**config.mk**
```make
export PLATFORM = sky130hd
export DESIGN_NAME = alu_multicycle
export DESIGN_NICKNAME = d
export VERILOG_FILES = /design/src/rtl/alu_multicycle.sv
export SDC_FILE = /design/constraint.sdc
export NUM_CORES = 1
export LEC_CHECK = 0
export CAP_MARGIN = 20
export CORE_UTILIZATION = 60
export CTS_CLUSTER_DIAMETER = 40
export DETAILED_ROUTE_END_ITERATION = 6
export PLACE_DENSITY_LB_ADDON = 0.15
export SLEW_MARGIN = 20
export SYNTH_ARGS = -nofsm -noshare
export SYNTH_HDL_FRONTEND = slang
export SYNTH_SLANG_ARGS = --single-unit
```
**constraint.sdc**
```tcl
create_clock -name clk -period 14.8 [get_ports clk]
set_input_delay 1.48 -clock clk [delete_from_list [all_inputs] [get_ports clk]]
set_output_delay 1.48 -clock clk [all_outputs]
set_load 0.01 [all_outputs]
```
**src/rtl/alu_multicycle.sv**
```systemverilog
// Multi-cycle ALU: registered single-cycle ops plus an iterative shift-add MULTPLUS.
// Optional macro ALU_EARLY_TERM_EN stops the multiplier once the shifted multiplier is zero.
module alu_multicycle #(
    parameter int WIDTH = 32
) (
    input  logic             clk,
    input  logic             reset,
    input  logic             start,
    input  logic [3:0]       ALUOperation,
    input  logic [WIDTH-1:0] A,
    input  logic [WIDTH-1:0] B,
    input  logic [WIDTH-1:0] Addend,
    output logic [WIDTH-1:0] ALUResult,
    output logic             Zero,
    output logic             busy,
    output logic             done
);

    localparam int              CW        = $clog2(WIDTH + 1);
    localparam logic [CW-1:0]   COUNT_MAX = CW'(WIDTH);
    localparam logic [WIDTH-1:0] ONE      = WIDTH'(1);

    typedef enum logic [1:0] {IDLE, EXEC, MUL, DONE} state_t;

    state_t           r_state;
    logic [3:0]       r_op;
    logic [WIDTH-1:0] r_opA;
    logic [WIDTH-1:0] r_opB;
    logic [WIDTH-1:0] r_addend;
    logic [WIDTH-1:0] r_acc;
    logic [CW-1:0]    r_count;

    logic [WIDTH-1:0] w_execResult;
    logic [WIDTH-1:0] w_accNext;
    logic [WIDTH-1:0] w_mulResult;
    logic             w_mulFinish;

    // r_opA/r_opB double as multiplicand/multiplier while in MUL.
    always_comb begin
        w_execResult = '0;
        case (r_op)
            4'b0000: w_execResult = r_opA & r_opB;
            4'b0001: w_execResult = r_opA | r_opB;
            4'b0010: w_execResult = ~(r_opA | r_opB);
            4'b0011: w_execResult = r_opA + r_opB;
            4'b0100: w_execResult = r_opA - r_opB;
            4'b1111: w_execResult = r_opA + ONE;
            default: w_execResult = '0;
        endcase
    end

    assign w_accNext   = r_opB[0] ? (r_acc + r_opA) : r_acc;
    assign w_mulResult = r_acc + r_addend;

`ifdef ALU_EARLY_TERM_EN
    // At least one iteration always runs, so B=0 still costs one cycle.
    assign w_mulFinish = (r_count == COUNT_MAX) || ((r_count != '0) && (r_opB == '0));
`else
    assign w_mulFinish = (r_count == COUNT_MAX);
`endif

    always_ff @(posedge clk or posedge reset) begin
        if (reset) begin
            r_state   <= IDLE;
            r_op      <= '0;
            r_opA     <= '0;
            r_opB     <= '0;
            r_addend  <= '0;
            r_acc     <= '0;
            r_count   <= '0;
            ALUResult <= '0;
            Zero      <= 1'b1;
            busy      <= 1'b0;
            done      <= 1'b0;
        end else begin
            case (r_state)
                IDLE: begin
                    done <= 1'b0;
                    if (start) begin
                        r_op     <= ALUOperation;
                        r_opA    <= A;
                        r_opB    <= B;
                        r_addend <= Addend;
                        r_acc    <= '0;
                        r_count  <= '0;
                        busy     <= 1'b1;
                        r_state  <= (ALUOperation == 4'b1010) ? MUL : EXEC;
                    end
                end
                EXEC: begin
                    ALUResult <= w_execResult;
                    Zero      <= (w_execResult == '0);
                    busy      <= 1'b0;
                    done      <= 1'b1;
                    r_state   <= DONE;
                end
                MUL: begin
                    if (w_mulFinish) begin
                        ALUResult <= w_mulResult;
                        Zero      <= (w_mulResult == '0);
                        busy      <= 1'b0;
                        done      <= 1'b1;
                        r_state   <= DONE;
                    end else begin
                        r_acc   <= w_accNext;
                        r_opA   <= r_opA << 1;
                        r_opB   <= r_opB >> 1;
                        r_count <= r_count + 1'b1;
                    end
                end
                DONE: begin
                    done    <= 1'b0;
                    r_state <= IDLE;
                end
                default: r_state <= IDLE;
            endcase
        end
    end

endmodule

```
# Word level (Yosys, flattened, before mapping)
# Index checks and enable logic that the tools add are counted.
# op_classes
n_bitwise	3
div	0
n_reduce_logical	14
mul	0
add_sub_neg	6
magnitude_cmp	0
mux	27
n_eq_ne	14
shift	0
# op_table
operator	n
$mux W32	8
$pmux W32 S2	4
$pmux W32 S6	1
$add A32 B32 Y32	3
$logic_not A32 Y1	2
$add A32 B1 Y32 const B	1
$and A32 B32 Y32	1
$not A32 Y32	1
$or A32 B32 Y32	1
$sub A32 B32 Y32	1
$mux W6	2
$pmux W6 S2	1
$eq A4 B2 Y1 const B	2
$eq A4 B4 Y1 const B	2
$ne A2 B2 Y1 const B	4
$pmux W2 S4	1
$add A6 B1 Y6 const B	1
$eq A6 B6 Y1 const B	1
$mux W2	3
$pmux W1 S3	2
$reduce_and A2 Y1	3
$reduce_and A3 Y1	2
$eq A2 B2 Y1 const B	2
$eq A4 B1 Y1 const B	1
other kinds (10)	14
# totals
out_inout_bits	35
ram_bits	0
latchBits	0
romBits	0
memories	0
inputBits	103
wordCells	75
ff_bits	175

# Logic depth before layout (Yosys ltp)
# Gate-level depths: netlist (run 1).
# logic_depth
word_depth	5
mapped_depth	23
depth_no_buf	21

# Worst setup path after synthesis (run 1)
# Ideal clock, no wire load.
# synth_path
path_type	reg2reg
startpoint	register r_opB[3]
endpoint	register Zero
n_path_buf	2
path_slack_ns	9.469
setup_time_ns	0.075
synth_period_minus_slack_ns	5.331
arrival_time_ns	5.256
path_stages_with_launch	21
t_required_ns	14.725
path_cell_list	dfrtp_1 clkbuf_1 or3_1 or3b_2 or2_2 clkbuf_1 o41ai_1 xor2_1 nor2_1 ha_1 nand4_2 or4_1 o311a_1 or2_1 o21a_1 or3b_1 a311oi_1 nand4_1 nor4_2 nand4_1 o211ai_2
# synth_between
elab_chain_cells	5
word_cells_on_any_way	8
classes_between	add/sub (2); mux (2); bitwise (3); reduce/logical (1)
# synth_rtl
element	line	rtl
from (decl)	28	logic [WIDTH-1:0] r_opB;
from (signal assigned)	107	r_opB <= r_opB >> 1;
branches (longest 2 deep; another with $sub A32 B32 Y32)	-	
$pmux W32 S6 (*)	41	case (r_op)
$logic_not A32 Y1 (*)	92	Zero <= (w_execResult == '0);
$pmux W1 S2 (*)	76	case (r_state)
to (signal assigned)	92	
to (signal assigned)	100	Zero <= (w_mulResult == '0);
to (decl)	14	output logic Zero,
# Every way passes the cells marked *.
# A chain may end at the register's enable or synchronous reset.

# Final worst setup path (run 1)
# layout_path
startpoint	register r_opB[4]
endpoint	register Zero
# Same word-level chain as after synthesis.

==> flow_metrics.tcl, run 1 <==
set metrics [dict create \
    regToRegSetupSlack_ns 9.07 \
    hold_end "ALUResult[30]" \
    clock-skew-final_ns 0.0168 \
    grt_start_max_net_pins 80 \
    initial_antenna_violation_count 0 \
    report.final.hold_viol_count 0 \
    max_capacitance_violation_total 0 \
    route.antenna.remaining_nets 0 \
    reg2reg_to "Zero" \
    number_of_unique_standard_cell_types_used_by_synthesis 85 \
    layout.core_utilization_pct 70.1 \
    cts_repair_resize_count 0 \
    dr.pass1.iters 5 \
    cp-start-kind "flip-flop" \
    floorplan.die_area_um2 24600 \
    first_iter_violations 925 \
    htree_num_levels 4 \
    synth_top_area_cell "sky130_fd_sc_hd__dfrtp_1" \
    worst_max_slew_pin_slew_ns 1.13 \
    ff2ff_path_depth 19 \
    ios 138 \
    die-width_um 157 \
    insertedDiodeCount 0 \
    postSynthCellCount 1670 \
    synth_sequential_area_ratio_pct 30.4 \
    synth_ff_type "sky130_fd_sc_hd__dfrtp_1" \
    top_post_synthesis_cells_by_area "sky130_fd_sc_hd__dfrtp_1 (30%), sky130_fd_sc_hd__ha_1 (9.0%), sky130_fd_sc_hd__a21oi_1 (5.8%)" \
    gp_routability_congestion 0.955 \
    post_synth.cell_area_avg_um2 8.63 \
    rsz0062_at_grt "no" \
    hp-start "ALUResult[30]" \
    globalRouteTotalUtil_pct 35.7 \
    dieHeight_um 157 \
    final-max-slew-violation-count 0 \
    fin_nets 1945 \
    grt_overflow_total 0 \
    clock_tree_root_driver_cell "sky130_fd_sc_hd__clkbuf_16" \
    max_freq_mhz 175 \
    layout_min_cycle_time_ns 5.73 \
    yosys.area.top_type_share_pct 30.2 \
    crit_arrival_ns 6.10 \
    rr_startpoint "r_opB[4]" \
    run_status "finished, final reports clean" \
    initial_utilization_pct 61.2 \
    clock_sink_count 175 \
    port-buffer-count 137 \
    critical_path_peak_fanout 8 \
    timing.slew.headroom_pct 24.3 \
    clk_lat_worst_skew_ns 0.46 \
    rows 56 \
    cts_hold_buffers 0 \
    number_of_warnings_issued_by_yosys 0 \
    number_of_buffers_inserted_by_post_cts_setup_repair 0 \
    synthesized_cell_area_um2 14400 \
    vias_in_the_first_global_route 12700 \
    critical_path.most_common_cell "sky130_fd_sc_hd__nand4_1" \
    worst_path_largest_cell_delay_ns 0.49 \
    layout-area-overhead-vs-synth_pct 14.6 \
    post_route_cells_drive_above_1_share_pct 6.75 \
    core_um2 23500 \
    slowest_stage "sky130_fd_sc_hd__a221oi_1" \
    drt_drc_violations_left 0 \
    viasPerCell 6.38 \
    fin_tns_setup_ns 0 \
    wire_length_of_the_first_global_routing_pass_mm 67.7 \
    tritoncts "built" \
    clock_path_buffers 2 \
    wire_per_inst_um 20.7 \
    synth_seq_cells 175 \
    drt-total-wl_mm 42.9 \
    synth_async_sr_flop_share_pct 100 \
    setup_violations 0 \
    critical_path.cell_chain "or3_1 > or3b_2 > or2_2 > o41ai_1 > xor2_1 > nor2_1 > ha_1 > a211oi_1 > nand2_1 > a211oi_2 > o21ai_0 > a221oi_1 > mux2i_1 > nand3_1 > nor4_1 > nand4_1 > nor4_2 > nand4_1 > o211ai_2" \
    min_delay_path_depth 2 \
    cp_data_required_time_ns 15.17 \
    hp-class "flip-flop to flip-flop" \
    path_clk_slew_ns 0.08 \
    number_of_enable_flip_flop_cells_after_synthesis 0 \
    synth_fp_nets 1880 \
    end_kind "flip-flop" \
    timing.setup.critical_path_class "flip-flop to flip-flop" \
    layout_worst_path_cycle_share_pct 38.7 \
    cts_buffers 17 \
    hold_ws_ns 0.484 \
    most-common-layout-cells "sky130_fd_sc_hd__dfrtp_1 (174), sky130_fd_sc_hd__nor2_1 (174), sky130_fd_sc_hd__a21oi_1 (166), sky130_fd_sc_hd__clkdlybuf4s50_1 (137), sky130_fd_sc_hd__nand2_1 (118)" \
    vias 13200 \
    dpl.hpwl_mm 32.3 \
]
## worst max-delay path: cells and delay by family (launching register included)
family                     cells  cell delay [ns]
DFF                            1             0.45
adders and majority gates      1             0.37
xor gates and xnor gates       1             0.18
muxes                          1             0.28
and+or+nand+nor               10             2.32
AOI/OAI and AO/OA              6             2.03
## flip-flops by register name (all words and copies together), names as in the netlist
register,flops
ALUResult,32
r_acc,32
r_addend,32
r_opA,32
r_opB,32
r_count,6
r_op,4
r_state,2
Zero,1
busy,1
done,1
## routing by layer
layer | routed length (um) | GRT usage, %
met1 | 18100 | 44.3
met2 | 20400 | 59.9
met3 | 2290 | 5.15
met4 | 2130 | 19.8
met5 | 0 | 0
## worst max-delay path by stage
| stage | startpoint | endpoint | slack [ns] |
|---|---|---|---|
| 2_1_floorplan | reset | ALUResult[0] | 8.58 |
| 3_3_place_gp | r_opB[0] | Zero | 9.23 |
| 3_5_place_dp | r_opB[4] | Zero | 9.11 |
| 4_1_cts | r_opB[4] | Zero | 9.08 |
| 5_1_grt | r_opB[4] | Zero | 8.58 |
| 6_report | r_opB[4] | Zero | 9.07 |
## Yosys cell counts, types with 17 or more instances
cell type / count
sky130_fd_sc_hd__nor3_1: 37
sky130_fd_sc_hd__xnor2_1: 48
sky130_fd_sc_hd__mux2_2: 40
sky130_fd_sc_hd__nand2_1: 119
sky130_fd_sc_hd__o31ai_1: 28
sky130_fd_sc_hd__nor2_1: 175
sky130_fd_sc_hd__maj3_1: 32
sky130_fd_sc_hd__o21ai_0: 82
sky130_fd_sc_hd__ha_1: 104
sky130_fd_sc_hd__a21oi_1: 166
sky130_fd_sc_hd__a211oi_1: 25
sky130_fd_sc_hd__inv_1: 33
sky130_fd_sc_hd__clkbuf_1: 82
sky130_fd_sc_hd__nand3_1: 30
sky130_fd_sc_hd__mux2i_1: 69
sky130_fd_sc_hd__a22o_1: 33
sky130_fd_sc_hd__dfrtp_1: 174
sky130_fd_sc_hd__nand4_1: 17
sky130_fd_sc_hd__xor2_1: 55
sky130_fd_sc_hd__a21o_1: 46
## cells by family after synthesis
logic type                 after synthesis  share of synthesized area (%)
AOI/OAI and AO/OA                      513                           23.4
xor gates and xnor gates               103                           6.26
adders and majority gates              139                           11.7
buffers and inverters                  137                           3.80
DFF                                    175                           30.4
muxes                                  109                           7.92
and+or+nand+nor                        494                           16.5
## final cells by class
cell class | instances | area (um2)
inverter | 34 | 133
clock buffer | 18 | 439
timing repair buffer | 149 | 1460
sequential | 175 | 4380
tap | 319 | 399
clock inverter | 14 | 168
multi-input combinational | 1358 | 9530
fill | 1930 | 7040
## through the flow
step / instance area (um2) / std cells / setup WS (ns)
2_1_floorplan: 14400 / 1670 / 8.58
3_3_place_gp: 15900 / 2035 / 9.23
3_5_place_dp: 15900 / 2035 / 9.11
4_1_cts: 16500 / 2067 / 9.08
5_1_grt: 16500 / 2067 / 8.58
6_report: 16500 / 2067 / 9.07
Power of run 1 is not shown: default switching activity piles up to over one toggle a cycle in this logic, so the estimate is an artifact.
==> run 2: changes to the inputs <==
CORE_UTILIZATION = 59   (was 60)
clock period = 6 ns   (was 14.8 ns; I/O delays follow)
==> flow_metrics.tcl, run 2 (same netlist as run 1, synthesis figures left out) <==
set metrics [dict create \
    dr.max_layer_used "met5" \
    setup_violations 0 \
    post_route_cells_drive_above_1_share_pct 6.96 \
    critical_path_peak_fanout 9 \
    slowest_stage "sky130_fd_sc_hd__or4_1" \
    grt_overflow_total 0 \
    multiInputGateArea_um2 9540 \
    final-max-slew-violation-count 0 \
    initial_antenna_violation_count 2 \
    critical_path.most_common_cell "sky130_fd_sc_hd__nand4_1" \
    end_kind "flip-flop" \
    reg2reg_to "Zero" \
    layout_worst_path_cycle_share_pct 95.8 \
    dieHeight_um 158 \
    cts_hold_buffers 0 \
    clock_path_buffers 2 \
    htree_num_levels 4 \
    critical_path.cell_chain "or3_1 > or3b_2 > or2_2 > o41ai_1 > xor2_1 > nor2_1 > ha_1 > nand2_1 > or4_1 > o311a_1 > or2_1 > o21a_1 > or3b_1 > a311oi_1 > nand4_1 > nor4_2 > nand4_1 > o211ai_2" \
    max_capacitance_violation_total 0 \
    area.sequential_um2 4380 \
    num-fill-cells 1984 \
    drt_drc_violations_left 0 \
    hp-start "r_state[0]" \
    hold_end "r_state[0]" \
    viasPerCell 6.39 \
    most-common-layout-cells "sky130_fd_sc_hd__dfrtp_1 (174), sky130_fd_sc_hd__nor2_1 (174), sky130_fd_sc_hd__a21oi_1 (166), sky130_fd_sc_hd__clkdlybuf4s50_1 (137), sky130_fd_sc_hd__nand2_1 (118)" \
    globalRouteTotalUtil_pct 35.3 \
    number_of_buffers_inserted_by_post_cts_setup_repair 0 \
    m1WireLength_mm 18.3 \
    vias_in_the_first_global_route 12700 \
    run_status "finished, final reports clean" \
    regToRegSetupSlack_ns 0.25 \
    die-width_um 158 \
    wl_met2_mm 20.8 \
    layout_min_cycle_time_ns 5.75 \
    dr.pass1.iters 5 \
    cts_repair_resize_count 0 \
    tritoncts "built" \
    report.final.hold_viol_count 0 \
    fin_nets 1949 \
    initial_utilization_pct 60.8 \
    vias 13200 \
    grt_start_max_net_pins 73 \
    rows 56 \
    max_freq_mhz 174 \
    clock-skew-final_ns 0.0219 \
    cts_buffers 17 \
    layout-area-overhead-vs-synth_pct 14.9 \
    critPathBufInv 0 \
    port-buffer-count 137 \
    path_clk_slew_ns 0.08 \
    fin_tns_setup_ns 0 \
    clk_lat_worst_skew_ns 0.46 \
    timing.setup.critical_path_class "flip-flop to flip-flop" \
    min_delay_path_depth 2 \
    rr_startpoint "r_opB[4]" \
    routed-wl-met3_mm 2.29 \
    crit_arrival_ns 6.12 \
    floorplan.die_area_um2 25000 \
    core_um2 23700 \
    hp-class "flip-flop to flip-flop" \
    first_iter_violations 1098 \
    clock_tree_root_driver_cell "sky130_fd_sc_hd__clkbuf_16" \
    route.antenna.remaining_nets 0 \
    cp-start-kind "flip-flop" \
    critical-path-top-delay-family "simple AND/OR/NAND/NOR gates" \
    ff2ff_path_depth 18 \
    worst_max_slew_pin_slew_ns 1.04 \
    dpl.hpwl_mm 32.2 \
    wire_per_inst_um 20.8 \
    clock_sink_count 175 \
    worst_path_largest_cell_delay_ns 0.53 \
    wire_length_of_the_first_global_routing_pass_mm 67.9 \
    ios 138 \
    cp_data_required_time_ns 6.37 \
    rsz0062_at_grt "no" \
    gp_routability_congestion 0.953 \
    timing.slew.headroom_pct 30.4 \
    drt-total-wl_mm 43.1 \
]
-- run 2: cell types whose count changed in the layout (fill, tap and decap cells not counted), sizes merged --
cell,delta
bufinv,-1
clkbuf,-1
inv,+2
diode,+1
buf,+4
-- run 2: cell type report --
cell class	count	area share, %
sequential	175	26.5
antenna	1	0.0151
clock inverter	15	1.04
clock buffer	17	2.57
inverter	34	0.802
tap	319	2.41
timing repair buffer	153	9.01
multi-input combinational	1358	57.7
-- run 2: worst register-to-register path: cells and delay by family (launching register included) --
family,cells,cell delay [ns]
and+or+nand+nor,11,3.14
xor gates and xnor gates,1,0.17
AOI/OAI and AO/OA,5,1.44
adders and majority gates,1,0.45
DFF,1,0.45
-- run 2: stage by stage --
| step | cells | hold WS (ns) | util [%] | instance area, um2 | setup WS (ns) |
|---|---|---|---|---|---|
| 6_report | 2072 | 0.479 | 69.9 | 16500 | 0.254 |
| 3_5_place_dp | 2039 | 0.461 | 67.2 | 15900 | 0.367 |
| 5_1_grt | 2071 | 0.505 | 69.9 | 16500 | 0.00619 |
| 4_1_cts | 2071 | 0.482 | 69.8 | 16500 | 0.325 |
| 2_1_floorplan | 1670 | 0.438 | - | 14400 | 0.656 |
| 3_3_place_gp | 2039 | 0.457 | 67.2 | 15900 | 0.464 |
-- run 2: metal layers --
metal,vias up,GRT usage [%]
met5,-,0
met4,2,16.3
met3,124,4.93
met2,448,59.8
met1,6333,44.4
li1,6335,-
-- run 2: worst max path at each step --
stage	cells past startpoint	slack [ns]	endpoint	from
final	18	0.25	Zero	r_opB[4]
after global routing	18	0.006	Zero	r_opB[4]
after CTS	18	0.33	Zero	r_opB[4]
after detailed placement	19	0.37	Zero	r_opB[4]
after global placement	18	0.46	Zero	r_opB[4]
after floorplan	1	0.66	ALUResult[0]	reset
Power of run 2 is left out for the same reason.
==> run 3: changes to the inputs <==
CORE_UTILIZATION = 55   (was 59)
==> flow_metrics.tcl, run 3 (same netlist as run 1, synthesis figures left out) <==
set metrics [dict create \
    run_status "finished, final reports clean" \
    rr_startpoint "r_opB[4]" \
    hp-start "r_state[0]" \
    core_um2 25500 \
    initial_antenna_violation_count 0 \
    worst_path_largest_cell_delay_ns 0.53 \
    fin_nets 1950 \
    htree_num_levels 4 \
    critical_path_peak_fanout 8 \
    crit_arrival_ns 6.03 \
    path_clk_slew_ns 0.08 \
    ios 138 \
    layout_worst_path_cycle_share_pct 94.3 \
    viasPerCell 6.31 \
    fin_tns_setup_ns 0 \
    reg2reg_to "Zero" \
    globalRouteTotalUtil_pct 32.5 \
    grt_overflow_total 0 \
    max_capacitance_violation_total 0 \
    critical-path-top-delay-family "simple AND/OR/NAND/NOR gates" \
    critical_path.cell_chain "or3_1 > or3b_2 > or2_2 > o41ai_1 > xor2_1 > nor2_1 > ha_1 > nand4_2 > or4_1 > o311a_1 > or2_1 > o21a_1 > or3b_1 > a311oi_1 > nand4_1 > nor4_2 > nand4_1 > o211ai_2" \
    layout-area-overhead-vs-synth_pct 14.9 \
    post_route_cells_drive_above_1_share_pct 7.02 \
    cts_hold_buffers 0 \
    layout_min_cycle_time_ns 5.66 \
    clock_sink_count 175 \
    clock_path_buffers 2 \
    setup_violations 0 \
    timing.slew.headroom_pct 32.3 \
    initial_utilization_pct 56.6 \
    clk_lat_worst_skew_ns 0.45 \
    hold_end "r_state[0]" \
    tritoncts "built" \
    vias_in_the_first_global_route 12700 \
    gp_routability_congestion 0.944 \
    route.antenna.remaining_nets 0 \
    crit_cells 18 \
    mostFrequentLayoutCell "sky130_fd_sc_hd__dfrtp_1" \
    rows 58 \
    worst_max_slew_pin_slew_ns 1.01 \
    min_delay_path_depth 2 \
    cp_data_required_time_ns 6.37 \
    hp-class "flip-flop to flip-flop" \
    floorplan.die_area_um2 26800 \
    dpl.hpwl_mm 32.0 \
    cts_buffers 17 \
    wire_length_of_the_first_global_routing_pass_mm 67.7 \
    max_freq_mhz 177 \
    dieHeight_um 164 \
    dr.pass1.iters 7 \
    first_iter_violations 1139 \
    clock_tree_root_driver_cell "sky130_fd_sc_hd__clkbuf_16" \
    grt_start_max_net_pins 81 \
    regToRegSetupSlack_ns 0.34 \
    clock-skew-final_ns 0.0165 \
    vias 13200 \
    cp-start-kind "flip-flop" \
    wire_per_inst_um 20.4 \
    critical_path.most_common_cell "sky130_fd_sc_hd__nand4_1" \
    rsz0062_at_grt "no" \
    drt_drc_violations_left 0 \
    end_kind "flip-flop" \
    most-common-layout-cells "sky130_fd_sc_hd__dfrtp_1 (174), sky130_fd_sc_hd__nor2_1 (173), sky130_fd_sc_hd__a21oi_1 (166), sky130_fd_sc_hd__clkdlybuf4s50_1 (137), sky130_fd_sc_hd__nand2_1 (118)" \
    slowest_stage "sky130_fd_sc_hd__or4_1" \
    timing.setup.critical_path_class "flip-flop to flip-flop" \
    ff2ff_path_depth 18 \
    hold_ws_ns 0.478 \
    die-width_um 164 \
    final-max-slew-violation-count 0 \
    port-buffer-count 137 \
    report.final.hold_viol_count 0 \
    insertedDiodeCount 0 \
    critPathBufInv 0 \
    drt-total-wl_mm 42.5 \
]
[run 3: cell types whose count changed in the layout (fill, tap and decap cells not counted), moves of 2 or more]
| cell | change |
|---|---|
| sky130_fd_sc_hd__inv_8 | +2 |
| sky130_fd_sc_hd__inv_6 | -2 |
| sky130_fd_sc_hd__clkinvlp_4 | +2 |
| sky130_fd_sc_hd__clkbuf_8 | +2 |
| sky130_fd_sc_hd__clkinv_8 | -4 |
[run 3: layer usage]
| metal | wire [um] | track usage [%] |
|---|---|---|
| met1 | 18200 | 40.8 |
| met2 | 20500 | 55.7 |
| met3 | 2230 | 4.49 |
| met4 | 1600 | 14.0 |
| met5 | 0 | 0 |
[run 3: worst max path at each step]
stage               startpoint            to  slack [ns]
floorplan                reset  ALUResult[0]        0.66
global placement      r_opB[4]          Zero        0.42
detailed placement    r_opB[4]          Zero        0.32
CTS                   r_opB[4]          Zero        0.26
global route          r_opB[4]          Zero        0.04
finish                r_opB[4]          Zero        0.34
[run 3: area by class of cell]
class / count / area, um2
multi-input cells: 1358 / 9520
fillers: 2197 / 8920
flip-flops and latches: 175 / 4380
repair buffers: 154 / 1500
clock buffers: 19 / 453
well taps: 330 / 413
clock inverters: 13 / 148
inverters: 34 / 133
[run 3: timing repair]
action	4_1_cts	5_1_grt
endpoints found under the setup margin	0	1
gates resized for setup	0	2
buffers inserted	0	0
[run 3: worst min-delay path, delay by kind of cell (launching register included)]
family           cells  cell delay (ns)
flip-flops           1             0.35
AND/OR/NAND/NOR      2             0.10
[run 3: stage by stage]
stage          worst slack, ns  std cells  util [%]  instance area [um2]
4_1_cts                  0.264       2083      64.9                16500
5_1_grt                 0.0394       2083      65.0                16500
3_3_place_gp             0.419       2051      62.6                15900
3_5_place_dp             0.320       2051      62.6                15900
2_1_floorplan            0.656       1670         -                14400
6_report                 0.344       2083      65.0                16500
Power of run 3 is left out for the same reason.
